$ cat config.mk
export PLATFORM = sky130hd
export DESIGN_NAME = note_scheduler
export DESIGN_NICKNAME = d
export VERILOG_FILES = /design/src/rtl/rhythm_pkg.sv /design/src/rtl/chart_rom.sv /design/src/rtl/note_scheduler.sv
export SDC_FILE = /design/constraint.sdc
export NUM_CORES = 1
export LEC_CHECK = 0
export ABC_AREA = 1
export CORE_ASPECT_RATIO = 1.25
export CORE_MARGIN = 8
export CORE_UTILIZATION = 24
export CTS_BUF_LIST = sky130_fd_sc_hd__clkbuf_2 sky130_fd_sc_hd__clkbuf_4 sky130_fd_sc_hd__clkbuf_8
export CTS_CLUSTER_DIAMETER = 50
export DETAILED_ROUTE_END_ITERATION = 10
export GPL_ROUTABILITY_DRIVEN = 0
export GPL_TIMING_DRIVEN = 0
export PLACE_DENSITY_LB_ADDON = 0.05
export REMOVE_ABC_BUFFERS = 1
export SYNTH_ARGS = -nofsm -noshare
export SYNTH_HDL_FRONTEND = slang
export SYNTH_SLANG_ARGS = --single-unit
$ cat constraint.sdc
create_clock -name frame_clk -period 8.2 [get_ports frame_clk]
set_input_delay 2.05 -clock frame_clk [delete_from_list [all_inputs] [get_ports frame_clk]]
set_output_delay 2.05 -clock frame_clk [all_outputs]
set_load 0.01 [all_outputs]
$ cat src/rtl/rhythm_pkg.sv
// ---------------------------------------------------------------------------
// rhythm_pkg
// Shared types and constants for the rhythm-game note scheduler.
//   chart_entry_t : one chart ROM word, due frame plus lane
//   game_state_t  : global game state as seen on game_state
//   KEY_*         : key codes that start and restart a song
//   *_POINTS      : score awarded per hit, and the extra per hit at high combo
//   CHART_END     : due-frame value that terminates a chart
//   popcount16    : number of set bits in a pulse vector of up to 16 slots
// ---------------------------------------------------------------------------
package rhythm_pkg;

    typedef struct packed {
        logic [11:0] due;
        logic [1:0]  lane;
    } chart_entry_t;

    typedef enum logic [1:0] {
        GS_IDLE  = 2'd0,
        GS_PLAY  = 2'd1,
        GS_DRAIN = 2'd2,
        GS_DONE  = 2'd3
    } game_state_t;

    localparam int          ENTRY_W      = $bits(chart_entry_t);
    localparam logic [7:0]  KEY_START    = 8'h2c;
    localparam logic [7:0]  KEY_RESTART  = 8'h01;
    localparam int          HIT_POINTS   = 10;
    localparam int          BONUS_POINTS = 5;
    localparam logic [11:0] CHART_END    = 12'hFFF;

    // The frame counter stops one short of the end marker so that the
    // marker can never compare as due.
    localparam logic [11:0] FRAME_MAX    = 12'hFFE;

    function automatic logic [4:0] popcount16(input logic [15:0] v);
        logic [4:0] n;
        n = '0;
        for (int i = 0; i < 16; i++) begin
            n = n + {4'b0000, v[i]};
        end
        return n;
    endfunction

endpackage

$ cat src/rtl/chart_rom.sv
// ---------------------------------------------------------------------------
// chart_rom
// Song chart storage with a one-cycle synchronous read. The ROM image is
// handed in as a flat parameter (entry i at INIT[i*ENTRY_W +: ENTRY_W]) so
// the build flow can generate it from the chart memory file. Locations past
// DEPTH, up to the next power of two, read back as end markers.
//   frame_clk : frame-rate clock
//   addr_i    : entry index to read
//   data_o    : entry at the address presented on the previous clock
// ---------------------------------------------------------------------------
module chart_rom
    import rhythm_pkg::*;
#(
    parameter int                       DEPTH = 32,
    parameter int                       AW    = (DEPTH > 1) ? $clog2(DEPTH) : 1,
    parameter logic [DEPTH*ENTRY_W-1:0] INIT  = '1
) (
    input  logic          frame_clk,
    input  logic [AW-1:0] addr_i,
    output chart_entry_t  data_o
);

    chart_entry_t image [2**AW];
    chart_entry_t data_q;

    for (genvar g = 0; g < 2**AW; g++) begin : g_image
        if (g < DEPTH) begin : g_used
            assign image[g] = chart_entry_t'(INIT[g*ENTRY_W +: ENTRY_W]);
        end else begin : g_pad
            assign image[g] = '{due: CHART_END, lane: 2'd0};
        end
    end

    always_ff @(posedge frame_clk) begin
        data_q <= image[addr_i];
    end

    assign data_o = data_q;

endmodule

$ cat src/rtl/note_scheduler.sv
// ---------------------------------------------------------------------------
// note_scheduler
// Walks a song chart against a frame counter and launches each due note on
// the lowest free dropper slot, one launch per two cycles at most. Collects
// per-slot hit/miss pulses into saturating score, combo and miss totals and
// owns the global game state.
//   frame_clk, Reset   : clock and synchronous active-high reset
//   keycode(_second)   : keyboard codes; start in IDLE, restart in DONE
//   slot_busy          : per-slot arrow-in-flight flags
//   slot_hit/slot_miss : per-slot one-cycle scoring pulses
//   launch/launch_lane : one-hot launch pulse and the lane for that arrow
//   score/combo/miss_cnt : running totals
//   game_state         : IDLE=0, PLAY=1, DRAIN=2, DONE=3
// ---------------------------------------------------------------------------
module note_scheduler
    import rhythm_pkg::*;
#(
    parameter int                           NUM_SLOTS   = 8,
    parameter int                           CHART_LEN   = 32,
    parameter int                           BONUS_COMBO = 10,
    parameter logic [CHART_LEN*ENTRY_W-1:0] CHART_INIT  = '1
) (
    input  logic                 frame_clk,
    input  logic                 Reset,
    input  logic [7:0]           keycode,
    input  logic [7:0]           keycode_second,
    input  logic [NUM_SLOTS-1:0] slot_busy,
    input  logic [NUM_SLOTS-1:0] slot_hit,
    input  logic [NUM_SLOTS-1:0] slot_miss,
    output logic [NUM_SLOTS-1:0] launch,
    output logic [1:0]           launch_lane,
    output logic [15:0]          score,
    output logic [7:0]           combo,
    output logic [7:0]           miss_cnt,
    output logic [1:0]           game_state
);

    localparam int AW = (CHART_LEN > 1) ? $clog2(CHART_LEN) : 1;

    localparam logic [1:0] S_IDLE  = GS_IDLE;
    localparam logic [1:0] S_PLAY  = GS_PLAY;
    localparam logic [1:0] S_DRAIN = GS_DRAIN;
    localparam logic [1:0] S_DONE  = GS_DONE;

    localparam logic [AW-1:0] LAST_PTR = AW'(CHART_LEN - 1);

    logic [1:0]           state_q,      state_d;
    logic [11:0]          frameCnt_q,   frameCnt_d;
    logic [AW-1:0]        ptr_q,        ptr_d;
    logic                 entryVld_q,   entryVld_d;
    logic [NUM_SLOTS-1:0] launch_q,     launch_d;
    logic [NUM_SLOTS-1:0] launchPrev_q;
    logic [1:0]           lane_q,       lane_d;
    logic [15:0]          score_q,      score_d;
    logic [7:0]           combo_q,      combo_d;
    logic [7:0]           miss_q,       miss_d;

    chart_entry_t         entry;
    logic                 startGame;
    logic                 restartKey;
    logic                 discard;
    logic [NUM_SLOTS-1:0] freeMask;
    logic [NUM_SLOTS-1:0] freeOneHot;
    logic                 freeFound;
    logic [4:0]           hitCnt;
    logic [4:0]           missCnt;
    logic [31:0]          hitPts;
    logic [31:0]          scoreSum;
    logic [31:0]          comboSum;
    logic [31:0]          missSum;

    // The ROM reads the current pointer, so its output describes ptr_q one
    // cycle later; entryVld_q marks the cycles where that data is current.
    chart_rom #(
        .DEPTH (CHART_LEN),
        .AW    (AW),
        .INIT  (CHART_INIT)
    ) u_rom (
        .frame_clk (frame_clk),
        .addr_i    (ptr_q),
        .data_o    (entry)
    );

    assign startGame  = (state_q == S_IDLE) &&
                        ((keycode == KEY_START) || (keycode_second == KEY_START));
    assign restartKey = (keycode == KEY_RESTART) || (keycode_second == KEY_RESTART);

    // A slot launched in this cycle or the one before may not show busy yet,
    // so it is held out of the free pool. Lowest index wins.
    always_comb begin
        freeMask   = ~slot_busy & ~launch_q & ~launchPrev_q;
        freeFound  = 1'b0;
        freeOneHot = '0;
        for (int i = NUM_SLOTS - 1; i >= 0; i--) begin
            if (freeMask[i]) begin
                freeFound     = 1'b1;
                freeOneHot    = '0;
                freeOneHot[i] = 1'b1;
            end
        end
    end

    // Game FSM, frame counter and chart walk. Consuming an entry (launch or
    // discard) advances the pointer and invalidates the entry for one cycle
    // while the ROM fetches the next word.
    always_comb begin
        state_d    = state_q;
        frameCnt_d = frameCnt_q;
        ptr_d      = ptr_q;
        entryVld_d = entryVld_q;
        launch_d   = '0;
        lane_d     = '0;
        discard    = 1'b0;
        case (state_q)
            S_IDLE: begin
                if (startGame) begin
                    state_d    = S_PLAY;
                    frameCnt_d = '0;
                    ptr_d      = '0;
                    entryVld_d = 1'b0;
                end
            end
            S_PLAY: begin
                if (frameCnt_q < FRAME_MAX) begin
                    frameCnt_d = frameCnt_q + 12'd1;
                end
                entryVld_d = 1'b1;
                if (entryVld_q) begin
                    if (entry.due == CHART_END) begin
                        state_d = S_DRAIN;
                    end else if (entry.due <= frameCnt_q) begin
                        if (freeFound) begin
                            launch_d = freeOneHot;
                            lane_d   = entry.lane;
                        end else begin
                            discard = 1'b1;
                        end
                        entryVld_d = 1'b0;
                        if (ptr_q == LAST_PTR) begin
                            state_d = S_DRAIN;
                        end else begin
                            ptr_d = ptr_q + AW'(1);
                        end
                    end
                end
            end
            S_DRAIN: begin
                if ((slot_busy == '0) && (slot_hit == '0) && (slot_miss == '0)) begin
                    state_d = S_DONE;
                end
            end
            S_DONE: begin
                if (restartKey) begin
                    state_d = S_IDLE;
                end
            end
            default: begin
                state_d = S_IDLE;
            end
        endcase
    end

    // Scoring: the bonus decision uses the combo held before this cycle's
    // hits. Any miss or dropped note breaks the combo.
    always_comb begin
        score_d  = score_q;
        combo_d  = combo_q;
        miss_d   = miss_q;
        hitCnt   = popcount16(16'(slot_hit));
        missCnt  = popcount16(16'(slot_miss));
        hitPts   = 32'(hitCnt) * HIT_POINTS;
        if (32'(combo_q) >= BONUS_COMBO) begin
            hitPts = hitPts + 32'(hitCnt) * BONUS_POINTS;
        end
        scoreSum = 32'(score_q) + hitPts;
        comboSum = 32'(combo_q) + 32'(hitCnt);
        missSum  = 32'(miss_q) + 32'(missCnt) + 32'(discard);
        if (startGame) begin
            score_d = '0;
            combo_d = '0;
            miss_d  = '0;
        end else if ((state_q == S_PLAY) || (state_q == S_DRAIN)) begin
            score_d = (scoreSum > 32'h0000_FFFF) ? 16'hFFFF : scoreSum[15:0];
            if ((missCnt != 5'd0) || discard) begin
                combo_d = '0;
            end else begin
                combo_d = (comboSum > 32'd255) ? 8'hFF : comboSum[7:0];
            end
            miss_d = (missSum > 32'd255) ? 8'hFF : missSum[7:0];
        end
    end

    always_ff @(posedge frame_clk) begin
        if (Reset) begin
            state_q      <= S_IDLE;
            frameCnt_q   <= '0;
            ptr_q        <= '0;
            entryVld_q   <= 1'b0;
            launch_q     <= '0;
            launchPrev_q <= '0;
            lane_q       <= '0;
            score_q      <= '0;
            combo_q      <= '0;
            miss_q       <= '0;
        end else begin
            state_q      <= state_d;
            frameCnt_q   <= frameCnt_d;
            ptr_q        <= ptr_d;
            entryVld_q   <= entryVld_d;
            launch_q     <= launch_d;
            launchPrev_q <= launch_q;
            lane_q       <= lane_d;
            score_q      <= score_d;
            combo_q      <= combo_d;
            miss_q       <= miss_d;
        end
    end

    assign launch      = launch_q;
    assign launch_lane = lane_q;
    assign score       = score_q;
    assign combo       = combo_q;
    assign miss_cnt    = miss_q;
    assign game_state  = state_q;

endmodule

==> results of run 1 <==
placed cells by master, fill, tap and decap left out, types with 14 or more instances in the layout:
master | Yosys | final
nand3_1 | 35 | 31
nand2_1 | 112 | 103
clkdlybuf4s50_1 | 0 | 74
a21oi_1 | 25 | 21
ha_1 | 40 | 30
nor2_1 | 45 | 40
inv_1 | 88 | 87
dfxtp_1 | 35 | 35
o21ai_0 | 26 | 22
fa_1 | 15 | 14
power groups by stage:
stage	Combinational [mW]	Sequential, mW	Clock, mW
final	0.875	0.227	0.166
after detailed placement	0.758	0.230	0
after global routing	0.998	0.234	0.179
after CTS	0.832	0.228	0.174
after global placement	0.753	0.230	0
after floorplan	0.533	0.234	0
state kept, by name, summed over array words and instances (netlist names):
signal / count
score: 16
combo: 8
miss_cnt: 8
game_state: 2
entryVld_q: 1
worst min-delay path by stage:
stage                               end  cells after the start  slack [ns]                      from
3_5_place_dp    entryVld_q$_SDFFE_PP0P_                      2        0.48   entryVld_q$_SDFFE_PP0P_
5_1_grt        miss_cnt[3]$_SDFFE_PP0P_                      2        0.55  miss_cnt[3]$_SDFFE_PP0P_
3_3_place_gp    entryVld_q$_SDFFE_PP0P_                      2        0.48   entryVld_q$_SDFFE_PP0P_
2_1_floorplan   entryVld_q$_SDFFE_PP0P_                      2        0.45   entryVld_q$_SDFFE_PP0P_
6_report        entryVld_q$_SDFFE_PP0P_                      2        0.50   entryVld_q$_SDFFE_PP0P_
4_1_cts         entryVld_q$_SDFFE_PP0P_                      2        0.50   entryVld_q$_SDFFE_PP0P_
cell families after synthesis:
| logic type | share of synthesized area (%) |
|---|---|
| buf+inv | 12.21 |
| fa+ha+maj | 22.02 |
| xor+xnor | 3.853 |
| other cells | 0.1031 |
| simple gates | 29.41 |
| flops | 19.26 |
| compound gates | 13.14 |
metrics by stage:
stage	setup slack [ns]	power, mW	hold slack (ns)	area [um2]
2_1_floorplan	0.4585	0.7674	0.4506	3561
3_3_place_gp	-0.7547	0.9827	0.4765	4539
3_5_place_dp	-0.7373	0.9875	0.4848	4539
4_1_cts	0.001295	1.234	0.4952	4827
5_1_grt	0.003147	1.411	0.5540	4984
6_report	0.2910	1.268	0.4991	4984
critical path, delay by kind of cell:
| kind | cells | cell delay [ns] |
|---|---|---|
| and+or+nand+nor | 12 | 1.04 |
| buffers and inverters | 6 | 0.71 |
| adders and majority gates | 10 | 3.76 |
| AOI/OAI and AO/OA | 3 | 0.55 |
final cells by class:
class / instances / area, um2 / area share [%]
clock inverter: 3 / 43.79 / 0.8787
timing repair buffer: 84 / 824.5 / 16.55
clock buffer: 5 / 68.82 / 1.381
multi-input combinational: 397 / 2784 / 55.86
inverter: 89 / 334.1 / 6.703
sequential: 35 / 700.7 / 14.06
tap: 182 / 227.7 / 4.569
per-layer routing:
layer	vias up	share of wire, %	global-route usage, %
met5	-	0	0
met4	0	1.6	3.389
met3	7	4.5	1.938
met2	64	49	20.01
met1	1650	44	12.95
li1	1855	-	-
what timing repair did:
action | in CTS | in global routing
endpoints found under the setup margin | 16 | 16
gates resized for setup | 23 | 31
buffers inserted | 6 | 3
pin swaps | 6 | 19
==> metrics.md, run 1 <==
| Metric | Value |
|---|---|
| Status | finished, final reports clean |
| PD cells | ~250 nW/um2 |
| Hold WC Path Type | reg2reg |
| R2r setup slk | 5.05 ns |
| Vias per std cell | 4.498 |
| First-pass GRT wire length | 17790 um |
| Largest net degree at the start of global routing | 33 |
| Leak | 2.282 nW |
| Die Area | a little under 20000 um2 |
| CP max-delay cell | fa_2 |
| Unique masters post-synth | 36 |
| Main flop type after synthesis | dfxtp_1 |
| FF-to-FF path depth | 15 |
| Yosys top cell area share | about 19% |
| Detailed Place HPWL | 8535 um |
| Slowest Stage Delay on Critical Path | 0.56 ns |
| DP Cell Count | just under 800 |
| Final ANT Viol Nets | 0 |
| Total number of vias | about 3.6k |
| CP Capture Point | score[11]$_SDFFE_PP0P_ |
| IR drop worst, VDD | between 0.00015 and 0.0002 V |
| Final number of setup-violating endpoints | 0 |
| Most used cell, CP | inv_1 |
| Cell Area, Synth | between 3000 and 4000 um2 |
| Initial antenna violation count | 0 |
| Setup Skew | 0.01491 ns |
| Max-Cap Viols | 0 |
| Chip height | around 150 um |
| CTS max path bufs | 2 |
| Finished Layout Cells | ~800 |
| Initial core utilization | ~24% |
| Clock share of power | a little over an eighth |
| First drt pass iteration count | 5 |
| Final period util | 96.45% |
| Flop pwr share | 17.9% |
| Yosys warning total | 0 |
| Fin. max-slew vios | 0 |
| Post-DR wirelength/cell | about 13 um |
| R2r endpoint | score[4]$_SDFFE_PP0P_ |
| Final #Nets | roughly 700 |
| DRC Markers | 0 |
| Synth area leaders | dfxtp_1, ha_1, nand2_1, inv_1, fa_1 |
| Mapped Cells | 530 |
| Critical Path Source Type | input pin |
| Critical Path AT | 8.11 ns |
| CP required | roughly 8.4 ns |
| Syn Area/Cell | around 7 um2 |
| Final min period | approximately 7.9 ns |
| Setup TNS | 0 ns |
| Share of cells above drive strength 1 | 12.72% |
| FILL cells | ~1.7k |
| Synth top cells by count | nand2_1, inv_1, nor2_1 |
| DRT iter0 DRCs | between 100 and 150 |
| Number of diodes | 0 |
| Reg2Reg Launch Point | combo[4]$_SDFFE_PP0P_ |
| Synth Register Bits | 35 |
| Worst rel slew slack | a little over a fifth |
| I/O Pins | 86 |
| Core area | 14890 um2 |
| Sw frac | 46.24% |
| Clock latency at the later pin of the worst-skew pair | 0.30 ns |
| Hold Vio Cnt, Final | 0 |
| Fraction of registers with async set/reset | 0% |
| Fmax | 126.4 MHz |
| Crit-path max FO | 4 |
| Remaining Overflow, GRT | 0 |
| Cell Int Power | slightly below 0.7 mW |
| Critical Path Source | slot_hit[1] |
| WS Path Type | in2reg |
| Post-synth EDFFs | 0 |
| Die Width | 126.1 um |
| Final core utilization | approximately 33% |
| Post-synth top area cell | dfxtp_1 |
| CTS Sinks | 35 |
| Clock-pin transition on the worst setup and hold timing paths | 0.09 ns |
| Sequential fraction of the synthesis area | around a fifth |
| Max H-tree Level | 2 |
| GRT Total Usage | between 10% and 20% |
| Port bufs | 75 |
| Vias in the first global route | approximately 3.7k |
| Area Overhead vs Synth | 37.01% |
| Hold-fix buffer count after cts | 0 |
| Least-Margin Pin Slew | between 1 and 1.5 ns |
| NetSw | between 0.5 and 0.6 mW |
| Row count | 50 |
| CTS Buf Count | 5 |
| Total wire length | around 11000 um |
| Power share of the combinational group | a little under 70% |
| RSZ-0062 raised after global routing | no |
| CTS root buffer | clkbuf_8 |
| Top-count cell post-synth | nand2_1 |
| Crit path capture type | register |
| TritonCTS clock tree | yes |
(Power assumes the default switching activity.)
==> run 2: changes to the inputs <==
--- a/config.mk
+++ b/config.mk
@@ -14,8 +14,8 @@
 export DETAILED_ROUTE_END_ITERATION = 10
 export GPL_ROUTABILITY_DRIVEN = 0
 export GPL_TIMING_DRIVEN = 0
-export PLACE_DENSITY_LB_ADDON = 0.05
 export REMOVE_ABC_BUFFERS = 1
+export SETUP_SLACK_MARGIN = 0.05
 export SYNTH_ARGS = -nofsm -noshare
 export SYNTH_HDL_FRONTEND = slang
 export SYNTH_SLANG_ARGS = --single-unit
==> run 2 against run 1 <==
Clock skew fell by 0.0062 ns. Register-to-register slack improved by 0.09 ns. Hold slack got worse by 0.018 ns. Fmax rose by 0.52%. Flip-flop and latch count did not move. Utilization rose by 0.34 points. Worst setup slack improved by 0.041 ns. Power fell by 0.40%. Cell area rose by 1.0%. Clock-buffer cell count rose by 1. First-iteration DRC count rose by 55%. Sequential power barely moved. Highest routed layer unchanged.
==> metrics.md, run 2 (synthesis results as in run 1) <==
| Metric | Value |
|---|---|
| Status | finished, final reports clean |
| Hold path endpoint | entryVld_q$_SDFFE_PP0P_ |
| TritonCTS clock tree | yes |
| Post-route cell area | 5034 um2 (+1.0%) |
| DRC Markers | 0 (unchanged) |
| GRT Total Usage | 9.622% (-1.5 points) |
| I/O Pins | 86 (unchanged) |
| Final min period | 7.868 ns (-0.04058 ns) |
| Worst rel slew slack | 28.88% (+7.5 points) |
| Core area | 14890 um2 (unchanged) |
| Detailed Place HPWL | 7601 um (-11%) |
| Clock latency at the later pin of the worst-skew pair | 0.30 ns (about the same) |
| Total number of vias | 3501 (-2.1%) |
| Reg2Reg Launch Point | combo[4]$_SDFFE_PP0P_ |
| Hold Vio Cnt, Final | 0 (unchanged) |
| R2r endpoint | score[5]$_SDFFE_PP0P_ |
| Hold path depth | 2 (unchanged) |
| CP required | 8.38 ns (-0.03 ns) |
| Number of diodes | 0 (unchanged) |
| Die Width | 126.1 um (unchanged) |
| R2r setup slk | 5.14 ns (+0.09 ns) |
| Hold path startpoint | entryVld_q$_SDFFE_PP0P_ |
| CP max-delay cell | fa_1 |
| WS Path Type | in2reg |
| DP Cell Count | 778 (unchanged) |
| IR drop worst, VDD | 0.0001291 V (-34%) |
| Final ANT Viol Nets | 0 (unchanged) |
| Final period util | 95.96% (-0.49 points) |
| Port bufs | 75 (unchanged) |
| Least-Margin Pin Slew | 1.067 ns (-0.1121 ns) |
| Crit-path max FO | 5 (+1) |
| First drt pass iteration count | 4 (-1) |
| Largest register FFs | 16 (unchanged) |
| Vias in the first global route | 3394 (-7.3%) |
| Hold WC Path Type | reg2reg |
| Setup TNS | 0 ns (unchanged) |
| Remaining Overflow, GRT | 0 (unchanged) |
| Hold-fix buffer count after cts | 0 (unchanged) |
| Total power draw | 1.263 mW (-0.40%) |
| DRT iter0 DRCs | 157 (+55%) |
| Area Overhead vs Synth | 38.39% |
| Final #Nets | 712 (+0.42%) |
| Post-place instance area | 4539 um2 (unchanged) |
| Critical Path Source Type | input pin |
| Setup Skew | 0.008709 ns (-0.006200 ns) |
| Total wire length | 9466 um (-10%) |
| CTS root buffer | clkbuf_8 |
| Most common cell after layout, fill and taps aside | nand2_1 |
| FILL cells | 1561 (-6.0%) |
| Final number of setup-violating endpoints | 0 (unchanged) |
| CTS max path bufs | 2 (unchanged) |
| Slowest Stage Delay on Critical Path | 0.53 ns (-0.03 ns) |
| Post-DR wirelength/cell | 11.86 um (-11%) |
| Fin. max-slew vios | 0 (unchanged) |
| Die Area | 19370 um2 (unchanged) |
| Crit path capture type | register |
| CTS Sinks | 35 (unchanged) |
| Initial antenna violation count | 0 (unchanged) |
| Initial core utilization | 24.43% (unchanged) |
| Vias per std cell | 4.387 (-2.5%) |
| Share of cells above drive strength 1 | 13.47% (+0.75 points) |
| Clock-pin transition on the worst setup and hold timing paths | 0.07 ns (-0.02 ns) |
| Commonest cells after routing, fill and taps aside | nand2_1, inv_1, clkdlybuf4s50_1 |
| FF-to-FF path depth | 15 (unchanged) |
| Fmax | 127.1 MHz (+0.52%) |
| First-pass GRT wire length | 15540 um (-13%) |
| Chip height | 153.6 um (unchanged) |
| Row count | 50 (unchanged) |
| Critical Path AT | 8.05 ns (-0.06 ns) |
| Finished Layout Cells | 798 (+0.38%) |
| Leak | 2.319 nW (+1.6%) |
| Largest net degree at the start of global routing | 33 (unchanged) |
| PD cells | 251.0 nW/um2 (-1.4%) |
| Max-Cap Viols | 0 (unchanged) |
| Max H-tree Level | 2 (unchanged) |
| CTS Buf Count | 5 (unchanged) |
run 2: where the power goes:
part           internal (mW)  total, mW  switching, mW
clock                 0.0985      0.169         0.0700
combinational          0.394      0.867          0.474
sequential             0.198      0.228         0.0297
run 2: per-stage QoR:
stage	hold slack (ns)	setup slack [ns]	utilization [%]
2_1_floorplan	0.4506	0.4585	-
3_3_place_gp	0.4666	-0.5482	30.49
3_5_place_dp	0.4743	-0.6101	30.49
4_1_cts	0.4856	0.06019	32.09
5_1_grt	0.5168	-0.001006	33.81
6_report	0.4814	0.3315	33.81
run 2: worst max-delay path by stage:
stage / from / end / cells past startpoint
2_1_floorplan: slot_hit[0] / score[7]$_SDFFE_PP0P_ / 32
3_3_place_gp: slot_hit[0] / score[7]$_SDFFE_PP0P_ / 35
3_5_place_dp: slot_hit[0] / score[7]$_SDFFE_PP0P_ / 35
4_1_cts: slot_hit[0] / score[7]$_SDFFE_PP0P_ / 35
5_1_grt: slot_hit[1] / score[9]$_SDFFE_PP0P_ / 32
6_report: slot_hit[1] / score[9]$_SDFFE_PP0P_ / 32
run 2: final cells by class:
type	count	area, um2	share of cell area (%)
Clock buffer	6	82.58	1.641
Timing Repair Buffer	87	849.6	16.88
Multi-Input combinational cell	397	2804	55.70
Tap cell	182	227.7	4.524
Inverter	89	334.1	6.637
Clock inverter	2	35.03	0.6960
Sequential cell	35	700.7	13.92
run 2: worst max-delay path: cells and delay by family:
| family | cells | cell delay, ns |
|---|---|---|
| fa+ha+maj | 10 | 3.38 |
| compound gates | 2 | 0.31 |
| buf+inv | 8 | 0.94 |
| simple gates | 11 | 1.18 |
| xor+xnor | 1 | 0.16 |
run 2: metal layers:
| metal | share of wire, % | global-route usage, % | up-vias | wire, um |
|---|---|---|---|---|
| met2 | 51 | 17.70 | 59 | 4855 |
| met1 | 43 | 10.63 | 1570 | 4034 |
| met3 | 4.6 | 2.007 | 7 | 433 |
| met4 | 1.5 | 3.446 | 0 | 143 |
| met5 | 0 | 0 | - | 0 |
| li1 | - | - | 1865 | - |
run 2: repair_timing:
item,4_1_cts,5_1_grt
gates resized for setup,18,45
setup buffers,5,7
endpoints found under the setup margin,16,16
pin swaps,4,27
